$ cat config.mk
export PLATFORM = sky130hd
export DESIGN_NAME = queue_arbiter
export DESIGN_NICKNAME = d
export VERILOG_FILES = /design/src/rtl/queue_arbiter.sv
export SDC_FILE = /design/constraint.sdc
export NUM_CORES = 1
export LEC_CHECK = 0
export ABC_CLOCK_PERIOD_IN_PS = 3370
export BUFFER_PORTS_ARGS = -buffer_cell sky130_fd_sc_hd__clkbuf_2
export CAP_MARGIN = 20
export CORE_MARGIN = 2
export CORE_UTILIZATION = 50
export DETAILED_ROUTE_END_ITERATION = 8
export GPL_TIMING_DRIVEN = 0
export PLACE_DENSITY_LB_ADDON = 0.25
export SYNTH_ARGS = -nofsm -noshare
export SYNTH_HDL_FRONTEND = slang
export SYNTH_SLANG_ARGS = --single-unit
$ cat constraint.sdc
create_clock -name clock -period 3.37 [get_ports clock]
set_input_delay 1.011 -clock clock [delete_from_list [all_inputs] [get_ports clock]]
set_output_delay 1.011 -clock clock [all_outputs]
set_load 0.01 [all_outputs]
$ cat src/rtl/queue_arbiter.sv
`default_nettype none
// ============================================================================
// Module      : queue_arbiter
// Description : Round-robin arbiter sharing the byte queue's single enqueue
//               port between two deserializer requesters. The winning byte is
//               held on q_data with q_enqueue asserted until the queue length
//               changes (or a dequeue overlaps the enqueue), after which the
//               winner is acknowledged until it drops its valid.
//               Optional feature macro: QARB_TIMEOUT_EN (bounded wait in
//               GRANT with a sticky err flag).
// Revision    : 1.0 - initial release
// ============================================================================
module queue_arbiter #(
  parameter int DATA_W  = 8,
  parameter int LEN_W   = 4,
  parameter int DEPTH   = 8,
  parameter int TIMEOUT = 255
) (
  input  logic              clock,
  input  logic              reset,
  input  logic              req0_valid,
  input  logic [DATA_W-1:0] req0_data,
  output logic              req0_ack,
  input  logic              req1_valid,
  input  logic [DATA_W-1:0] req1_data,
  output logic              req1_ack,
  output logic [DATA_W-1:0] q_data,
  output logic              q_enqueue,
  input  logic              q_dequeue,
  input  logic [LEN_W-1:0]  q_len,
  output logic              err
);

  localparam logic [LEN_W-1:0] c_full_len = LEN_W'(DEPTH);

  // The wait counter is 8 bits wide, so the limit must be representable.
  if (TIMEOUT < 1 || TIMEOUT > 255) begin : g_timeout_range_check
    $error("queue_arbiter: TIMEOUT must be in 1..255");
  end

  typedef enum logic [1:0] {
    IDLE  = 2'd0,
    GRANT = 2'd1,
    ACK   = 2'd2
  } state_t;

  // Registered state
  state_t              r_state;
  logic                r_gnt;       // id of the current/last granted requester
  logic                r_last;      // id of the last requester that was served
  logic [LEN_W-1:0]    r_len_snap;  // queue length captured at grant time
  logic [DATA_W-1:0]   r_q_data;
  logic                r_q_enqueue;
  logic [1:0]          r_ack;       // bit N acknowledges requester N

  // Next-state values
  state_t              w_state_nxt;
  logic                w_gnt_nxt;
  logic                w_last_nxt;
  logic [LEN_W-1:0]    w_len_snap_nxt;
  logic [DATA_W-1:0]   w_q_data_nxt;
  logic                w_q_enqueue_nxt;
  logic [1:0]          w_ack_nxt;

  // Decoded conditions
  logic                w_space;
  logic                w_any_req;
  logic                w_winner;
  logic                w_gnt_valid;
  logic                w_confirm;

  // Room in the queue and pending requests
  assign w_space   = (q_len != c_full_len);
  assign w_any_req = req0_valid | req1_valid;

  // On a tie the requester not served last wins; otherwise the only requester
  assign w_winner  = (req0_valid && req1_valid) ? ~r_last : ~req0_valid;

  // Valid of the requester currently holding the grant
  assign w_gnt_valid = r_gnt ? req1_valid : req0_valid;

  // A length change proves the write landed; a concurrent dequeue can hide
  // that change, so any dequeue seen while granting also counts as proof.
  assign w_confirm = (q_len != r_len_snap) | q_dequeue;

`ifdef QARB_TIMEOUT_EN
  localparam logic [7:0] c_timeout_last = 8'(TIMEOUT - 1);

  logic [7:0] r_cnt;
  logic [7:0] w_cnt_nxt;
  logic       r_err;
  logic       w_err_nxt;
`endif

  // Next-state and next-output computation for the arbitration FSM
  always_comb begin
    w_state_nxt     = r_state;
    w_gnt_nxt       = r_gnt;
    w_last_nxt      = r_last;
    w_len_snap_nxt  = r_len_snap;
    w_q_data_nxt    = r_q_data;
    w_q_enqueue_nxt = r_q_enqueue;
    w_ack_nxt       = r_ack;
`ifdef QARB_TIMEOUT_EN
    w_cnt_nxt       = r_cnt;
    w_err_nxt       = r_err;
`endif

    case (r_state)
      IDLE: begin
        if (w_space && w_any_req) begin
          w_gnt_nxt       = w_winner;
          w_q_data_nxt    = w_winner ? req1_data : req0_data;
          w_len_snap_nxt  = q_len;
          w_q_enqueue_nxt = 1'b1;
          w_state_nxt     = GRANT;
`ifdef QARB_TIMEOUT_EN
          w_cnt_nxt       = 8'd0;
`endif
        end
      end

      GRANT: begin
        if (w_confirm) begin
          w_q_enqueue_nxt = 1'b0;
          w_last_nxt      = r_gnt;
          w_ack_nxt       = r_gnt ? 2'b10 : 2'b01;
          w_state_nxt     = ACK;
        end
`ifdef QARB_TIMEOUT_EN
        else if (r_cnt == c_timeout_last) begin
          // Give up on this write; last is untouched so the same
          // requester is granted again on its next attempt.
          w_q_enqueue_nxt = 1'b0;
          w_err_nxt       = 1'b1;
          w_state_nxt     = IDLE;
        end else begin
          w_cnt_nxt       = r_cnt + 8'd1;
        end
`endif
      end

      ACK: begin
        if (!w_gnt_valid) begin
          w_ack_nxt   = 2'b00;
          w_state_nxt = IDLE;
        end
      end

      default: begin
        w_state_nxt     = IDLE;
        w_q_enqueue_nxt = 1'b0;
        w_ack_nxt       = 2'b00;
      end
    endcase
  end

  // State and output registers, cleared asynchronously by reset
  always_ff @(posedge clock or posedge reset) begin
    if (reset) begin
      r_state     <= IDLE;
      r_gnt       <= 1'b0;
      r_last      <= 1'b1;
      r_len_snap  <= '0;
      r_q_data    <= '0;
      r_q_enqueue <= 1'b0;
      r_ack       <= 2'b00;
    end else begin
      r_state     <= w_state_nxt;
      r_gnt       <= w_gnt_nxt;
      r_last      <= w_last_nxt;
      r_len_snap  <= w_len_snap_nxt;
      r_q_data    <= w_q_data_nxt;
      r_q_enqueue <= w_q_enqueue_nxt;
      r_ack       <= w_ack_nxt;
    end
  end

`ifdef QARB_TIMEOUT_EN
  // Wait counter and sticky timeout flag
  always_ff @(posedge clock or posedge reset) begin
    if (reset) begin
      r_cnt <= 8'd0;
      r_err <= 1'b0;
    end else begin
      r_cnt <= w_cnt_nxt;
      r_err <= w_err_nxt;
    end
  end

  assign err = r_err;
`else
  assign err = 1'b0;
`endif

  assign q_data    = r_q_data;
  assign q_enqueue = r_q_enqueue;
  assign req0_ack  = r_ack[0];
  assign req1_ack  = r_ack[1];

endmodule
`default_nettype wire

==> impl_results.md, run 1 <==
- Status: complete, no violations
- WL final: 1710 um
- Sequential share of power: 44.0%
- Clk_skew: 0.000821 ns
- Worst VDD drop: 0.000512 V
- Die Wd: 47.8 um
- Synth area leaders: dfrtp_1, mux2i_1, a21oi_1, mux2_2, nor2_1
- Power Dens Cells: 825 mW/mm2
- Final Setup Violations: 0
- Vias in the first global route: 705
- Post-synth EDFFs: 0
- Post-synth cell types: 25
- Ys flop type: dfrtp_1
- Post-synthesis cell area: 957 um2
- Die area: 0.00228 mm2
- CTS buffer count: 3
- Residual DRC: 0
- Detailed-route wire length per cell: 11.6 um
- Area of the core: 0.00176 mm2
- Fin. max-slew vios: 0
- I/O pin count: 37
- Fill cell count: 147
- Clock transition at the registers of the reported paths: 0.10 ns
- CTS resizes: 0
- HP Class: reg -> reg
- Crit. Startpoint: q_len[3]
- Hold_sp: q_data[5]
- Clock share of power: 11.3%
- Worst reg2reg startpoint: r_state[1]
- Largest net degree at the start of global routing: 20
- Number of detailed-route iterations in the first pass: 2
- DP HPWL: 1370 um
- Layout Nets: 149
- RD Place Congestion: 0.854
- ANT cells: 0
- First-pass GRT wire length: 2900 um
- Cells after Synth: 84
- Ys Warns: 0
- Final cycle utilization of the critical path: 56.4%
- Sw power: 364 uW
- Worst-Skew Late Latency: 0.29 ns
- WP data required: 3.55 ns
- H-tree depth: 1
- DP Area: 0.00116 mm2
- Slew HR: 53.1%
- WP data arrival: 2.08 ns
- Row cnt: 15
- RSZ-0062 raised after global routing: false
- Routed vias/inst: 5.05
- Clock sink count: 19
- Worst Tran Pin Value: 0.703 ns
- Final Cell Area: 0.00119 mm2
- Int Power: 618 uW
- Area added between synthesis and finish: 24.3%
- Port Buffers: 35
- Mean Syn Cell Area: 11.4 um2
- Post-layout min period: 1.90 ns
- Synth Register Bits: 19
- Max Cap Viol: 0
- Share of cells above drive strength 1: 42.3%
- Combinational share of power: 44.7%
- Vias: 748
- CTS tree: built
- Die span in y: 47.8 um
- 1st-iter DRT viols: 4
- Critical Path End Type: register
- Post-CTS setup buffers: 0
- Leak: 0.606 nW
- Hold Violations, Final: 0
- Register area share after synthesis: 49.8%
- Post-synth top area share: 47.1%
- Switch share: 37.1%
- Initial antenna violation count: 0
- CTS hold repair buffers: 0
- Crit Path Class: in -> reg
- Post-Route Setup TNS: 0 ns
- Ys async rst share: 100%
- Total global-route track usage: 18.5%
- Type of origin of the critical path: input port
- Flop2flop setup slack: 1.82 ns
- Crit-path max FO: 10
- Maximum operating frequency: 526 MHz
- CTS Root Cell: clkbuf_4
- Net Count, Synth: 109
- Area leader, netlist: dfrtp_1
- Starting Density: 54.3%
- Remaining antenna violation count: 0
- Gr ovfl total: 0
- Clock Path Buffers: 2
[routing by layer]
layer	routed length, um	GRT usage, %	vias up	part of all wire (%)
li1	-	-	371	-
met1	780	22.0	349	46
met2	806	31.5	24	47
met3	89	2.64	4	5.2
met4	38	10.8	0	2.2
met5	0	0	-	0
[power by group through the flow]
stage          Combinational (mW)  Clock (mW)  Sequential [mW]
4_1_cts                     0.448       0.115            0.433
3_5_place_dp                0.446           0            0.438
3_3_place_gp                0.437           0            0.431
2_1_floorplan               0.293           0            0.452
6_report                    0.439       0.111            0.431
5_1_grt                     0.496       0.126            0.447
[layout by cell type (no fill, tap or decap)]
| cell | instances |
|---|---|
| inv_1 | 3 |
| dfrtp_1 | 18 |
| dfstp_2 | 1 |
| mux2i_1 | 9 |
| nor2b_1 | 1 |
| and2_1 | 1 |
| clkbuf_1 | 1 |
| nor2_1 | 12 |
| nand4b_1 | 2 |
| a221o_1 | 1 |
| nand2_1 | 3 |
| nor3_2 | 1 |
| clkbuf_4 | 3 |
| nand2b_1 | 1 |
| conb_1 | 1 |
| xor2_1 | 4 |
| a21o_1 | 2 |
| o211ai_1 | 1 |
| o21ai_2 | 1 |
| buf_6 | 1 |
| a21oi_1 | 10 |
| nor4b_2 | 1 |
| o311ai_1 | 1 |
| mux2_2 | 4 |
| buf_4 | 2 |
| clkbuf_2 | 35 |
| mux2_4 | 2 |
| nor4_4 | 1 |
[final timing paths]
path                                 end  cells after the start
min in group asynchronous  r_len_snap[3]                      2
max in group asynchronous       r_ack[0]                      2
min reg2reg                    q_data[5]                      2
max reg2reg                r_len_snap[1]                      3
max                        r_len_snap[1]                      5
min                            q_data[5]                      2
[layout make-up]
class	instances	area, um2	area share, %
flip-flops and latches	19	477	40.1
multi-input cells	59	443	37.2
repair buffers	35	175	14.7
well taps	25	31.3	2.63
clock buffers	4	26.3	2.21
plain buffers	3	26.3	2.21
inverters	3	11.3	0.946
[Yosys cell counts, types with 2 or more instances]
cell type,n
mux2_4,2
nor2_1,12
inv_1,3
a21o_1,2
dfrtp_1,18
a21oi_1,10
mux2_2,4
nand2_1,3
mux2i_1,9
buf_4,2
xor2_1,4
nand4b_1,2
[metrics by stage]
step | total power, mW | hold slack, ns | setup WS, ns | instances | utilization, %
floorplan | 0.745 | 0.501 | 1.36 | 84 | -
global placement | 0.869 | 0.508 | 1.15 | 144 | 66.0
detailed placement | 0.884 | 0.522 | 1.15 | 144 | 66.0
CTS | 0.996 | 0.545 | 1.46 | 148 | 67.4
global route | 1.07 | 0.568 | 1.41 | 148 | 67.4
finish | 0.982 | 0.540 | 1.47 | 148 | 67.4
[registers in the layout, indices dropped and copies added, names as in the netlist]
signal	flops
r_len_snap	4
r_gnt	1
q_data	8
q_enqueue	1
r_state	2
r_last	1
r_ack	2
[worst max-delay path, cell delays in order]
cell and delay, ns:
clkbuf_2 0.10, nor4b_2 0.17, nor4_4 0.29, buf_6 0.21, mux2_4 0.30
[cells by family (layout without fill, tap and decap cells)]
logic type	Yosys count	in the layout	synth area share [%]
buf+inv	6	45	3.92
mux	15	15	17.3
compound gates	16	16	10.5
flops	19	19	49.8
other cells	1	1	0.392
simple gates	23	23	14.5
xor+xnor	4	4	3.66
No activity file was read; power rests on OpenSTA's default activity.
==> inputs of run 2 (changes only) <==
- ABC_AREA: unset -> 1
- ABC_CLOCK_PERIOD_IN_PS: 3370 -> 2000
- CORE_UTILIZATION: 50 -> 48
- clock period: 3.37 -> 2 ns (I/O delays scaled with it)
==> run 2 against run 1 <==
Effect of this change:
- synthesized area grew 6.3%
- via count grew 25%
- clock power grew 68%
==> impl_results.md, run 2 <==
- Total power: 1.63 mW (+66%)
- Row cnt: 16 (+1)
- Synth area leaders: dfrtp_1, nand2_1, inv_1, o21ai_0, o21ai_1
- Vias in the first global route: 913 (+30%)
- Remaining antenna violation count: 0 (unchanged)
- Share of cells above drive strength 1: 28.9% (-13 points)
- H-tree depth: 1 (unchanged)
- Post-synthesis cell area: 0.00102 mm2 (+6.3%)
- Clk_skew: 0.000376 ns (-0.000445 ns)
- Hold Violations, Final: 0 (unchanged)
- Area added between synthesis and finish: 23.1%
- WP data arrival: 0.82 ns (-1.26 ns)
- Post-synth EDFFs: 0 (unchanged)
- Number of detailed-route iterations in the first pass: 4 (+2)
- Net Count, Synth: 159 (+46%)
- Synth Register Bits: 19 (unchanged)
- CTS tree: built
- Residual DRC: 0 (unchanged)
- Clock Path Buffers: 2 (unchanged)
- Worst VDD drop: 0.000735 V (+44%)
- Initial antenna violation count: 0 (unchanged)
- Ys Warns: 0 (unchanged)
- Layout Nets: 199 (+34%)
- Largest net degree at the start of global routing: 20 (unchanged)
- Worst Tran Pin Value: 0.691 ns (-0.0114 ns)
- Seq. cell area: 477 um2 (unchanged)
- Clock transition at the registers of the reported paths: 0.10 ns (about the same)
- Ys async rst share: 100% (unchanged)
- WL final: 1970 um (+15%)
- Port Buffers: 35 (unchanged)
- Type of origin of the critical path: register
- Fill cell count: 179 (+22%)
- Final cycle utilization of the critical path: 70.8%
- Crit Path Class: reg -> out
- Post-synth top area share: 44.3% (-2.8 points)
- Commonest cells in the netlist: nand2_1, inv_1, dfrtp_1
- Power Dens Cells: 1300 mW/mm2 (+58%)
- CTS buffer count: 3 (unchanged)
- Register area share after synthesis: 46.9% (-2.9 points)
- Final Setup Violations: 0 (unchanged)
- Crit-path max FO: 2 (-8)
- Starting Density: 51.3% (-2.9 points)
- Post-synth cell types: 18 (-28%)
- Worst-Skew Late Latency: 0.29 ns (about the same)
- Area leader, netlist: dfrtp_1
- Slew HR: 53.9% (+0.76 points)
- Clock sink count: 19 (unchanged)
- I/O pin count: 37 (unchanged)
- Area of the multi-input gates: 409 um2 (-7.6%)
- Detailed-route wire length per cell: 9.85 um (-15%)
- Buf/Inv on CP: 1 (-1)
- RSZ-0062 raised after global routing: false
- Die Wd: 50.0 um (+4.8%)
- Delay-heaviest family, CP: flip-flops
- CTS hold repair buffers: 0 (unchanged)
- HP Class: in -> async
- Routed vias/inst: 4.68 (-7.5%)
- Highest-count cells in the layout ignoring fill and taps: nand2_1, clkbuf_2, inv_1, dfrtp_1, o21ai_0
- Commonest non-fill, non-tap cell in the layout: nand2_1
- Critical Path End Type: primary output
- Maximum operating frequency: 706 MHz
- Die area: 0.00250 mm2 (+9.8%)
- Highest-delay cell along the critical path: dfrtp_1
- Area of the core: 0.00198 mm2 (+12%)
- CTS resizes: 0 (unchanged)
- DP HPWL: 1560 um (+15%)
- Post-layout min period: 1.42 ns
- 1st-iter DRT viols: 15 (+11)
- Max reg flops: 8 (unchanged)
- Total global-route track usage: 18.5% (+0.077 points)
- Status: complete, no violations
- Ys flop type: dfrtp_1
- First-pass GRT wire length: 3650 um (+26%)
- Die span in y: 50.0 um (+4.8%)
- Max incr delay on CP: 0.40 ns (+0.10 ns)
- ANT cells: 0 (unchanged)
- Max Cap Viol: 0 (unchanged)
- Mean Syn Cell Area: 7.59 um2 (-33%)
- Vias: 935 (+25%)
- Fin. max-slew vios: 0 (unchanged)
- Post-Route Setup TNS: 0 ns (unchanged)
- Most frequent cell after synthesis: nand2_1
- CTS Root Cell: clkbuf_4
- Post-CTS setup buffers: 0 (unchanged)
- RD Place Congestion: 0.755 (-12%)
- Leak: 0.742 nW (+22%)
- WP data required: 1.40 ns (-2.15 ns)
- Gr ovfl total: 0 (unchanged)
- Worst-path cell chain: clkbuf_2
- Cells after Synth: 134 (+60%)
==> run 2: final timing paths <==
kind	endpoint	slack (ns)	from	cells after the start
max reg2reg	q_data[4]	0.79	r_state[1]	5
min	q_data[4]	0.38	reset	2
min in group clock	q_enqueue	0.48	q_enqueue	2
max	req0_ack	0.58	r_ack[0]	1
max in group asynchronous	r_state[0]	1.18	reset	2
min reg2reg	q_enqueue	0.48	q_enqueue	2
==> run 2: cell type report <==
type                       instances  area share [%]
sequential                        19            38.1
multi-input combinational         88            32.7
timing repair buffer              35            14.0
inverter                          23            6.89
buffer                             4            3.60
tap                               27            2.70
clock buffer                       4            2.10
==> run 2: cells by family (layout without fill, tap and decap cells) <==
| family | count (synthesis) | in the layout | share of synthesized area (%) |
|---|---|---|---|
| AOI/OAI and AO/OA | 23 | 23 | 13.5 |
| buffers and inverters | 27 | 66 | 12.9 |
| DFF | 19 | 19 | 46.9 |
| and+or+nand+nor | 64 | 64 | 26.3 |
| other | 1 | 1 | 0.369 |
==> run 2: metal layers <==
metal | GRT usage [%] | routed length [um]
met5 | 0 | 0
met4 | 6.94 | 34
met3 | 1.82 | 92
met2 | 32.9 | 994
met1 | 23.0 | 848
==> run 2: stage by stage <==
stage               hold WS [ns]  worst slack (ns)  cell area [um2]  util [%]  cells
finish                     0.381             0.584             1250      63.2    200
global route               0.461             0.541             1250      63.2    200
CTS                        0.407             0.567             1250      63.2    200
detailed placement         0.463             0.457             1230      61.9    196
global placement           0.456             0.479             1230      61.9    196
floorplan                  0.463             0.707             1020         -    134
==> run 2: power breakdown <==
part,switching [mW],internal [mW]
Sequential,0.109,0.577
Clock,0.110,0.0775
Combinational,0.440,0.320
Total,0.659,0.975
